<file path="src/rtl/seq_comp_ctrl_pkg.sv">
// Shared types and result codes for the sequential magnitude comparator.
package seq_comp_ctrl_pkg;

  typedef enum logic [1:0] {
    IDLE = 2'b00,
    RUN  = 2'b01,
    DONE = 2'b10
  } state_t;

  // One-hot comparison results: bit0 A<B, bit1 A==B, bit2 A>B.
  localparam logic [2:0] LT = 3'b001;
  localparam logic [2:0] EQ = 3'b010;
  localparam logic [2:0] GT = 3'b100;

endpackage

</file>
<file path="src/rtl/seq_comp_ctrl_comp2_slice.sv">
// 2-bit unsigned magnitude comparator with one-hot result.
module comp2_slice
  import seq_comp_ctrl_pkg::*;
(
  input  logic [1:0] a,
  input  logic [1:0] b,
  output logic [2:0] res
);

  // Classify the pair as less, equal or greater.
  always_comb begin
    res = EQ;
    if (a > b) begin
      res = GT;
    end else if (a < b) begin
      res = LT;
    end
  end

endmodule

</file>
<file path="src/rtl/seq_comp_ctrl.sv">
// Sequential WIDTH-bit unsigned comparator: walks 2-bit slices MSB first
// and stops at the first unequal slice.
module seq_comp_ctrl
  import seq_comp_ctrl_pkg::*;
#(
  parameter int WIDTH = 8,
  parameter int NPAIR = WIDTH / 2
) (
  input  logic                     clk,
  input  logic                     rst_n,
  input  logic                     start,
  input  logic                     abort,
  input  logic [WIDTH-1:0]         a_in,
  input  logic [WIDTH-1:0]         b_in,
  output logic                     busy,
  output logic                     done,
  output logic [2:0]               out,
  output logic [$clog2(NPAIR):0]   cycles
);

  localparam int KW = (NPAIR > 1) ? $clog2(NPAIR) : 1;
  localparam int CW = $clog2(NPAIR) + 1;

  state_t           state;
  state_t           state_n;
  logic [WIDTH-1:0] a_q;
  logic [WIDTH-1:0] b_q;
  logic [KW-1:0]    k;
  logic [1:0]       slice_a;
  logic [1:0]       slice_b;
  logic [2:0]       slice_res;
  logic             accept;
  logic             step;
  logic             finish;

  comp2_slice u_slice (
    .a   (slice_a),
    .b   (slice_b),
    .res (slice_res)
  );

  // Select operand pair [2k+1:2k] for the single slice comparator.
  always_comb begin
    slice_a = '0;
    slice_b = '0;
    for (int unsigned i = 0; i < NPAIR; i++) begin
      if (k == KW'(i)) begin
        slice_a = a_q[2*i +: 2];
        slice_b = b_q[2*i +: 2];
      end
    end
  end

  // State register.
  always_ff @(posedge clk or negedge rst_n) begin
    if (!rst_n) begin
      state <= IDLE;
    end else begin
      state <= state_n;
    end
  end

  // Next-state logic and datapath control strobes.
  always_comb begin
    state_n = state;
    accept  = 1'b0;
    step    = 1'b0;
    finish  = 1'b0;
    case (state)
      IDLE: begin
        if (start && !abort) begin
          accept  = 1'b1;
          state_n = RUN;
        end
      end
      RUN: begin
        if (abort) begin
          state_n = IDLE;
        end else if (slice_res != EQ || k == '0) begin
          // slice_res is EQ exactly when the final pair matched
          finish  = 1'b1;
          state_n = DONE;
        end else begin
          step = 1'b1;
        end
      end
      DONE:    state_n = IDLE;
      default: state_n = IDLE;
    endcase
  end

  // Operand capture, slice index, result and cycle-count registers.
  always_ff @(posedge clk or negedge rst_n) begin
    if (!rst_n) begin
      a_q    <= '0;
      b_q    <= '0;
      k      <= '0;
      out    <= EQ;
      cycles <= '0;
    end else begin
      if (accept) begin
        a_q <= a_in;
        b_q <= b_in;
        k   <= KW'(NPAIR - 1);
      end
      if (step) begin
        k <= k - 1'b1;
      end
      if (finish) begin
        out    <= slice_res;
        cycles <= CW'(NPAIR) - CW'(k);
      end
    end
  end

  assign busy = (state != IDLE);
  assign done = (state == DONE);

endmodule

</file>
<file path="config.mk">
export PLATFORM = sky130hd
export DESIGN_NAME = seq_comp_ctrl
export DESIGN_NICKNAME = d
export VERILOG_FILES = /design/src/rtl/seq_comp_ctrl_pkg.sv /design/src/rtl/seq_comp_ctrl_comp2_slice.sv /design/src/rtl/seq_comp_ctrl.sv
export SDC_FILE = /design/constraint.sdc
export NUM_CORES = 1
export LEC_CHECK = 0
export CORE_MARGIN = 2
export CORE_UTILIZATION = 39
export DETAILED_ROUTE_END_ITERATION = 16
export PLACE_DENSITY = 0.64
export SKIP_CTS_REPAIR_TIMING = 1
export SYNTH_ARGS = -nofsm -noshare
export SYNTH_HDL_FRONTEND = slang
export SYNTH_SLANG_ARGS = --single-unit
</file>
<file path="constraint.sdc">
create_clock -name clk -period 2.3 [get_ports clk]
set_input_delay 0.69 -clock clk [delete_from_list [all_inputs] [get_ports clk]]
set_output_delay 0.69 -clock clk [all_outputs]
set_load 0.01 [all_outputs]
</file>
* Word level (Yosys, flattened, before mapping)
Index checks and enable logic that the tools add are counted.
** Cells by class
- $mul :: 0
- Order comparisons :: 2
- Bitwise operators :: 0
- Reductions and logical operators :: 8
- Divide/modulo/power cells :: 0
- Equal/unequal tests :: 8
- Muxes and demuxes :: 24
- Shifts and indexed selects :: 0
- Add/subtract/negate cells :: 2
** Operators with widths (count)
- $mux 2 :: 14
- $mux 1 :: 8
- $eq 2x2->1 const B :: 3
- $eq 2x1->1 const B :: 2
- $logic_not 2->1 :: 2
- $pmux 2 s2 :: 1
- $reduce_bool 2->1 :: 2
- $mux 3 :: 1
- $ne 3x2->1 const B :: 1
- $ne 3x3->1 const B :: 1
- $sub 3x2->3 const A :: 1
- $gt 2x2->1 :: 1
- $lt 2x2->1 :: 1
- $ne 2x2->1 const B :: 1
- $reduce_and 2->1 :: 1
- $sub 2x1->2 const B :: 1
- $logic_and 1x1->1 :: 1
- $logic_not 1->1 :: 1
- $logic_or 1x1->1 :: 1
** Word-level totals
- Input port bits :: 20
- Flip-flop bits (word level) :: 26
- Memories kept :: 0
- Bits in latches :: 0
- RAM bits :: 0
- ROM bits :: 0

* Longest topological paths before layout
Gate-level depths: netlist of the first run.
- Depth after elaboration :: 14
- Depth in mapped cells :: 10
- Mapped depth without buffers :: 9

* Hierarchy
A second synthesis of the first run with hierarchy kept.
** Second synthesis, totals
- Cells, all modules :: 111
- Area total of the unflattened synthesis :: 1275.0 µm²
** Modules (own cells, without submodules)
- seq_comp_ctrl :: cells each 101, times used 1, area an instance 1209.9 µm²
- comp2_slice :: cells each 10, times used 1, area an instance 65.1 µm²

* Least setup slack after synthesis of the first run
Ideal clock, no wire load.
- Path kind :: reg-to-reg
- From :: register k[0]
- To :: register cycles[0]
- Slack :: -0.082 ns
- Library setup time :: 0.125 ns
- Arrival :: 2.257 ns
- Period minus slack after synthesis :: 2.382 ns
- Cell stages (with the launch flop) :: 11
- Path through :: dfrtp_1 > inv_1 > ha_1 > buf_2 > a21oi_1 > o21ai_0 > a22o_1 > ha_1 > nand2_1 > o31ai_4 > mux2_2
** On the way
- Longest elaborated chain between the ends :: 13
- Elaborated cells between the ends (all ways) :: 22
- Classes of those cells :: add/sub: 1; order compare: 2; eq/ne: 4; mux: 13; reduce/logical: 2
** RTL lines
- start: declaration :: line seq_comp_ctrl.sv:28 : logic [KW-1:0] k;
- start signal: assignment :: line seq_comp_ctrl.sv:104 : k <= KW'(NPAIR - 1);
- start signal: assignment :: line seq_comp_ctrl.sv:107 : k <= k - 1'b1;
- $logic_not 2->1 :: line seq_comp_ctrl.sv:47, seq_comp_ctrl.sv:79
- $mux 2 (4 in a row) :: line seq_comp_ctrl.sv:47 : if (k == KW'(i)) begin
- $lt 2x2->1 :: line seq_comp_ctrl_comp2_slice.sv:15 : end else if (a < b) begin
- $mux 2 :: line seq_comp_ctrl_comp2_slice.sv:15
- $mux 3 :: line seq_comp_ctrl_comp2_slice.sv:13 : if (a > b) begin
- $ne 3x2->1 :: line seq_comp_ctrl.sv:79 : end else if (slice_res != EQ || k == '0) begin
- $logic_or 1x1->1 :: line seq_comp_ctrl.sv:79
- $mux 1 :: line seq_comp_ctrl.sv:79
- $mux 1 :: line seq_comp_ctrl.sv:77 : if (abort) begin
- $mux 1 :: line seq_comp_ctrl.sv:69 : case (state)
- end signal: assignment :: line seq_comp_ctrl.sv:111 : cycles <= CW'(NPAIR) - CW'(k);
- end: declaration :: line seq_comp_ctrl.sv:18 : output logic [$clog2(NPAIR):0] cycles
Several ways; a longest one is shown, not always the timed one.
A chain may end at the register's enable or synchronous reset.

* Final worst setup path of the first run
- From :: register state[1]
- To :: output busy
** On the way
- Longest elaborated chain between the ends :: 1
** RTL lines
- start: declaration :: line seq_comp_ctrl.sv:24 : state_t state;
- start signal: assignment :: line seq_comp_ctrl.sv:59 : state <= state_n;
- $reduce_bool 2->1 :: line seq_comp_ctrl.sv:116 : assign busy = (state != IDLE);
- end: declaration :: line seq_comp_ctrl.sv:15 : output logic busy,
No other way between the ends.

==> results.cfg, run 1 <==
[clock_network]
path_clk_slew_ns = 0.13
htree_levels = 1
insertion_delay_ns = 0.32
cts.sinks = 26
cts_root_buf = clkbuf_4
clk_path_buf_depth = 2
cts_made_buffers = 3
cts_tree = yes

[layout]
mostFrequentLayoutCells = clkdlybuf4s50_1, dfrtp_1, mux2_2, nand2_1, a21oi_1
ff_latch_area_um2 = 654
nNetsFinal = 169
drive_gt1_frac = 0.366
final_common_cell = clkdlybuf4s50_1
nFillCells = 293
n_antenna_cell = 0
multi_input_area_um2 = 689
area_growth_pct = 38.7

[critical_path]
critPathLaunchType = flip-flop
worstPathArrival_ns = 1.57
crit_fanout = 4
crit_type = flip-flop to primary output
critPathRequiredTime_ns = 1.61
reg2reg_depth = 9
worstSetupEndpointType = primary output

[timing]
finalCriticalPeriod_ns = 2.26
setup_viol = 0
relSlewSlack = 0.772
fin_tns_setup_ns = 0
worstMarginPinSlew_ns = 0.340
rsz0062_at_grt = yes
maxSlewViolCount = 0
max_freq_ghz = 0.443
hold_violations = 0
whs_ns = 0.509
period_share = 0.981
skew_ns = 0.00691

[floorplan]
core_area_mm2 = 0.00310
dieArea_mm2 = 0.00381
initial_utilization = 0.419
rows = 20
fp.dieH_um = 61.7
die_width_um = 61.7
pin_count = 28

[route]
drt_wl_total_um = 2490
firstDrtPassIters = 4
num_vias = 910
initialDrtViolationCount = 32
ant_nets = 0
drc = 0
wl_per_cell_um = 13.4
via_per_inst = 4.89

[synthesis]
synth_edf_count = 0
syn-num-nets = 134
yosysWarnings = 0
ys_async_sr_fraction = 1.00
synth-main-ff-cell = dfrtp_1
synth.distinct_cells = 27
yosysSeqAreaShare = 0.502
syn_inst = 108
netlist_area_mm2 = 0.00130
syn_avg_cell_area_um2 = 12.0
yosys_register_bits = 26

[power_and_ir_drop]
p_leak_nw = 0.747
combPwrFrac = 0.556
p_per_area_mw_per_mm2 = 1210
p_int_mw = 1.38
seqPwrFrac = 0.353
sw_frac_of_total = 0.365
power.switching_mw = 0.797
peakVddDrop_v = 0.000424
clock_power_share = 0.091

[outcome]
status = complete, no violations

[grt]
track_usage = 0.150
grt_pass1_vias = 930
grt_pass1_wl_um = 4150
grt_max_degree = 27
overflow = 0
antenna_found_initial = 0

[placed_design]
place_congestion = 0.789
hpwl_um = 1920
io_buffers = 27

[hold_path]
min-delay-path-class = flip-flop to flip-flop
hold_depth = 1

[flow_run]
maxCapViolations = 0
-- path summary, 6_finish.rpt --
path                          start         to  slack, ns
setup / recovery           state[1]       busy       0.04
hold / removal               out[2]     out[2]       0.51
setup reg to reg               k[1]  cycles[1]       0.08
hold reg to reg              out[2]     out[2]       0.51
max in group asynchronous     rst_n     out[1]       1.28
min in group asynchronous     rst_n     b_q[3]       0.72
-- cell type report --
cell class                      instances  area share
Clock buffer                            4      0.0146
Tap cell                               44      0.0306
Multi-Input combinational cell         69       0.383
Inverter                                8      0.0167
Sequential cell                        26       0.363
Timing Repair Buffer                   35       0.192
-- Yosys cell counts, types with 2 or more instances --
library cell  instances  area (um2)
a22o_2                2        20.0
nand2_1               9        33.8
inv_1                 8        30.0
ha_1                  6        75.1
dfrtp_1              25         626
mux2i_1               2        20.0
a21oi_1               9        45.0
a22o_1                2        17.5
or2_2                 2        12.5
buf_2                 2        10.0
o21ai_0               9        45.0
nor2_1                2        7.51
a22oi_1               2        15.0
mux2_2               14         158
nor4b_4               2        47.6
-- kinds of logic (layout without fill, tap and decap cells) --
kind of cell,Yosys count,count (layout),synth area share
flops,26,26,0.502
mux,16,16,0.137
buf+inv,13,47,0.0482
fa+ha+maj,6,6,0.0578
compound gates,28,28,0.146
simple gates,19,19,0.109
-- state kept, by name, indices dropped and copies added, names as in the netlist --
signal / flops
k: 2
a_q: 8
out: 3
cycles: 3
state: 2
b_q: 8
-- power groups by stage --
stage | combinational (mW) | clock [mW] | sequential, mW
4_1_cts | 1.11 | 0.210 | 0.754
3_5_place_dp | 1.10 | 0 | 0.764
6_report | 1.21 | 0.199 | 0.769
3_3_place_gp | 1.08 | 0 | 0.762
5_1_grt | 1.32 | 0.222 | 0.791
2_1_floorplan | 0.791 | 0 | 0.747
-- critical path, stage by stage (launching register included) --
cell             delay [ns]
dfrtp_2                0.47
or2_2                  0.30
clkdlybuf4s50_1        0.48
-- routing by layer --
layer / GRT usage / vias to the layer above / wire length (um)
met1: 0.185 / 442 / 1080
met4: 0.0547 / 0 / 32
met3: 0.0248 / 4 / 83
met2: 0.263 / 20 / 1290
met5: 0 / - / 0
li1: - / 444 / -
-- through the flow --
stage               total power, mW  cells  cell area [um2]   util  worst slack [ns]
floorplan                      1.54    108             1350      -            0.0102
global placement               1.84    181             1700  0.548            0.0257
detailed placement             1.87    181             1700  0.548           -0.0336
CTS                            2.07    185             1730  0.556           -0.0614
global route                   2.34    186             1800  0.581           -0.0207
finish                         2.18    186             1800  0.581            0.0432
No activity file was read; power rests on OpenSTA's default activity.
==> inputs of run 2 (changes only) <==
Settings changed: CORE_UTILIZATION 39 to 45, PLACE_DENSITY 0.64 to 0.73.
==> results.cfg, run 2 (same netlist as run 1, synthesis figures left out) <==
[timing]
fin_ws_ns = -0.0157
maxSlewViolCount = 0
relSlewSlack = 0.772
skew_ns = 0.0101
worstMarginPinSlew_ns = 0.341
hold_violations = 0
rsz0062_at_grt = yes
max_freq_ghz = 0.432
finalCriticalPeriod_ns = 2.32
period_share = 1.01
setup_viol = 2

[grt]
track_usage = 0.164
grt_pass1_wl_um = 4170
antenna_found_initial = 0
grt_pass1_vias = 939
grt_max_degree = 27
overflow = 0

[layout]
n_antenna_cell = 0
drive_gt1_frac = 0.389
mostFrequentLayoutCells = clkdlybuf4s50_1, dfrtp_1, mux2_2, nand2_1, buf_4
ff_latch_area_um2 = 654
multi_input_area_um2 = 688
fin_util = 0.657
reg_top3 = a_q (8), b_q (8)
final_area_mm2 = 0.00181
nFillCells = 206
instances_no_fill = 175
final_common_cell = clkdlybuf4s50_1
area_growth_pct = 39.5
nNetsFinal = 171

[floorplan]
core_area_mm2 = 0.00276
fp.dieH_um = 57.7
rows = 19
dieArea_mm2 = 0.00333
die_width_um = 57.7
initial_utilization = 0.471
pin_count = 28

[placed_design]
hpwl_um = 1890
io_buffers = 27
pre_cts_ws_ns = -0.0423
placed_area_mm2 = 0.00168
place_congestion = 0.833
dp.cells = 168

[critical_path]
reg2reg_slack_ns = -0.02
reg2reg_depth = 9
critPathRequiredTime_ns = 2.53
worstSetupEndpointType = flip-flop
worstReg2RegEnd = cycles[0]
worstPathArrival_ns = 2.55
crit_fanout = 8
crit_type = flip-flop to flip-flop
r2r_start = k[1]
critPathLaunchType = flip-flop

[route]
ant_nets = 0
drt_wl_total_um = 2610
firstDrtPassIters = 4
wl_per_cell_um = 14.9
via_per_inst = 5.32
initialDrtViolationCount = 12
drc = 0
num_vias = 931

[hold_path]
hp-start = cycles[0]
whs_endpoint = cycles[0]
min-delay-path-class = flip-flop to flip-flop
hold_depth = 1

[power_and_ir_drop]
p_per_area_mw_per_mm2 = 1240
peakVddDrop_v = 0.000824
combPwrFrac = 0.552
clock_power_share = 0.104
p_int_mw = 1.42
seqPwrFrac = 0.344
sw_frac_of_total = 0.370
p_leak_nw = 0.774
power.switching_mw = 0.834

[clock_network]
clk_path_buf_depth = 2
htree_levels = 1
cts.sinks = 26
cts_root_buf = clkbuf_4
path_clk_slew_ns = 0.13
cts_made_buffers = 3
insertion_delay_ns = 0.33
cts_tree = yes

[outcome]
status = finished with violations
violations = negative setup slack

[flow_run]
maxCapViolations = 0
-- run 2: worst max-delay path, stage by stage, from the launching register on --
cell	delay, ns
dfrtp_1	0.44
buf_6	0.14
ha_4	0.18
a21oi_2	0.12
o21ai_1	0.09
a22o_1	0.24
ha_4	0.28
nand2_4	0.07
o31ai_4	0.33
mux2_4	0.33
-- run 2: worst max-delay path by stage --
stage          from   endpoint  slack, ns  cells after the start
2_1_floorplan  k[0]  cycles[0]       0.01                     10
3_3_place_gp   k[1]  cycles[1]       0.03                      9
3_5_place_dp   k[1]  cycles[1]      -0.04                      9
4_1_cts        k[1]  cycles[0]      -0.07                      9
5_1_grt        k[1]  cycles[0]      -0.07                      9
6_report       k[1]  cycles[0]      -0.02                      9
-- run 2: metal layers --
metal / vias to the layer above / wire (um) / track usage
met2: 20 / 1390 / 0.289
met1: 459 / 1050 / 0.201
met4: 0 / 51 / 0.0698
met5: - / 0 / 0
met3: 6 / 124 / 0.0223
li1: 446 / - / -
-- run 2: final cells by class --
cell class,instances,share of cell area
Multi-Input combinational cell,69,0.380
Sequential cell,26,0.361
Clock buffer,4,0.0200
Tap cell,31,0.0214
Inverter,8,0.0166
Timing Repair Buffer,37,0.201
-- run 2: power groups by stage --
stage | sequential (mW) | combinational, mW | clock, mW
2_1_floorplan | 0.747 | 0.791 | 0
3_3_place_gp | 0.758 | 1.07 | 0
3_5_place_dp | 0.768 | 1.11 | 0
4_1_cts | 0.759 | 1.11 | 0.240
5_1_grt | 0.795 | 1.34 | 0.259
6_report | 0.775 | 1.24 | 0.235
-- run 2: through the flow --
| step | power, mW | setup TNS (ns) | hold slack, ns |
|---|---|---|---|
| after floorplan | 1.54 | 0 | 0.394 |
| after detailed placement | 1.88 | -0.0824 | 0.493 |
| after global placement | 1.83 | 0 | 0.487 |
| after CTS | 2.11 | -0.129 | 0.527 |
| after global routing | 2.40 | -0.132 | 0.544 |
| final | 2.25 | -0.0290 | 0.523 |
==> inputs of run 3 (changes only) <==
Settings changed: HOLD_SLACK_MARGIN set to 0.02.
==> results of run 3 <==
No change in the layout: final DEF, timing and power equal those of run 2.
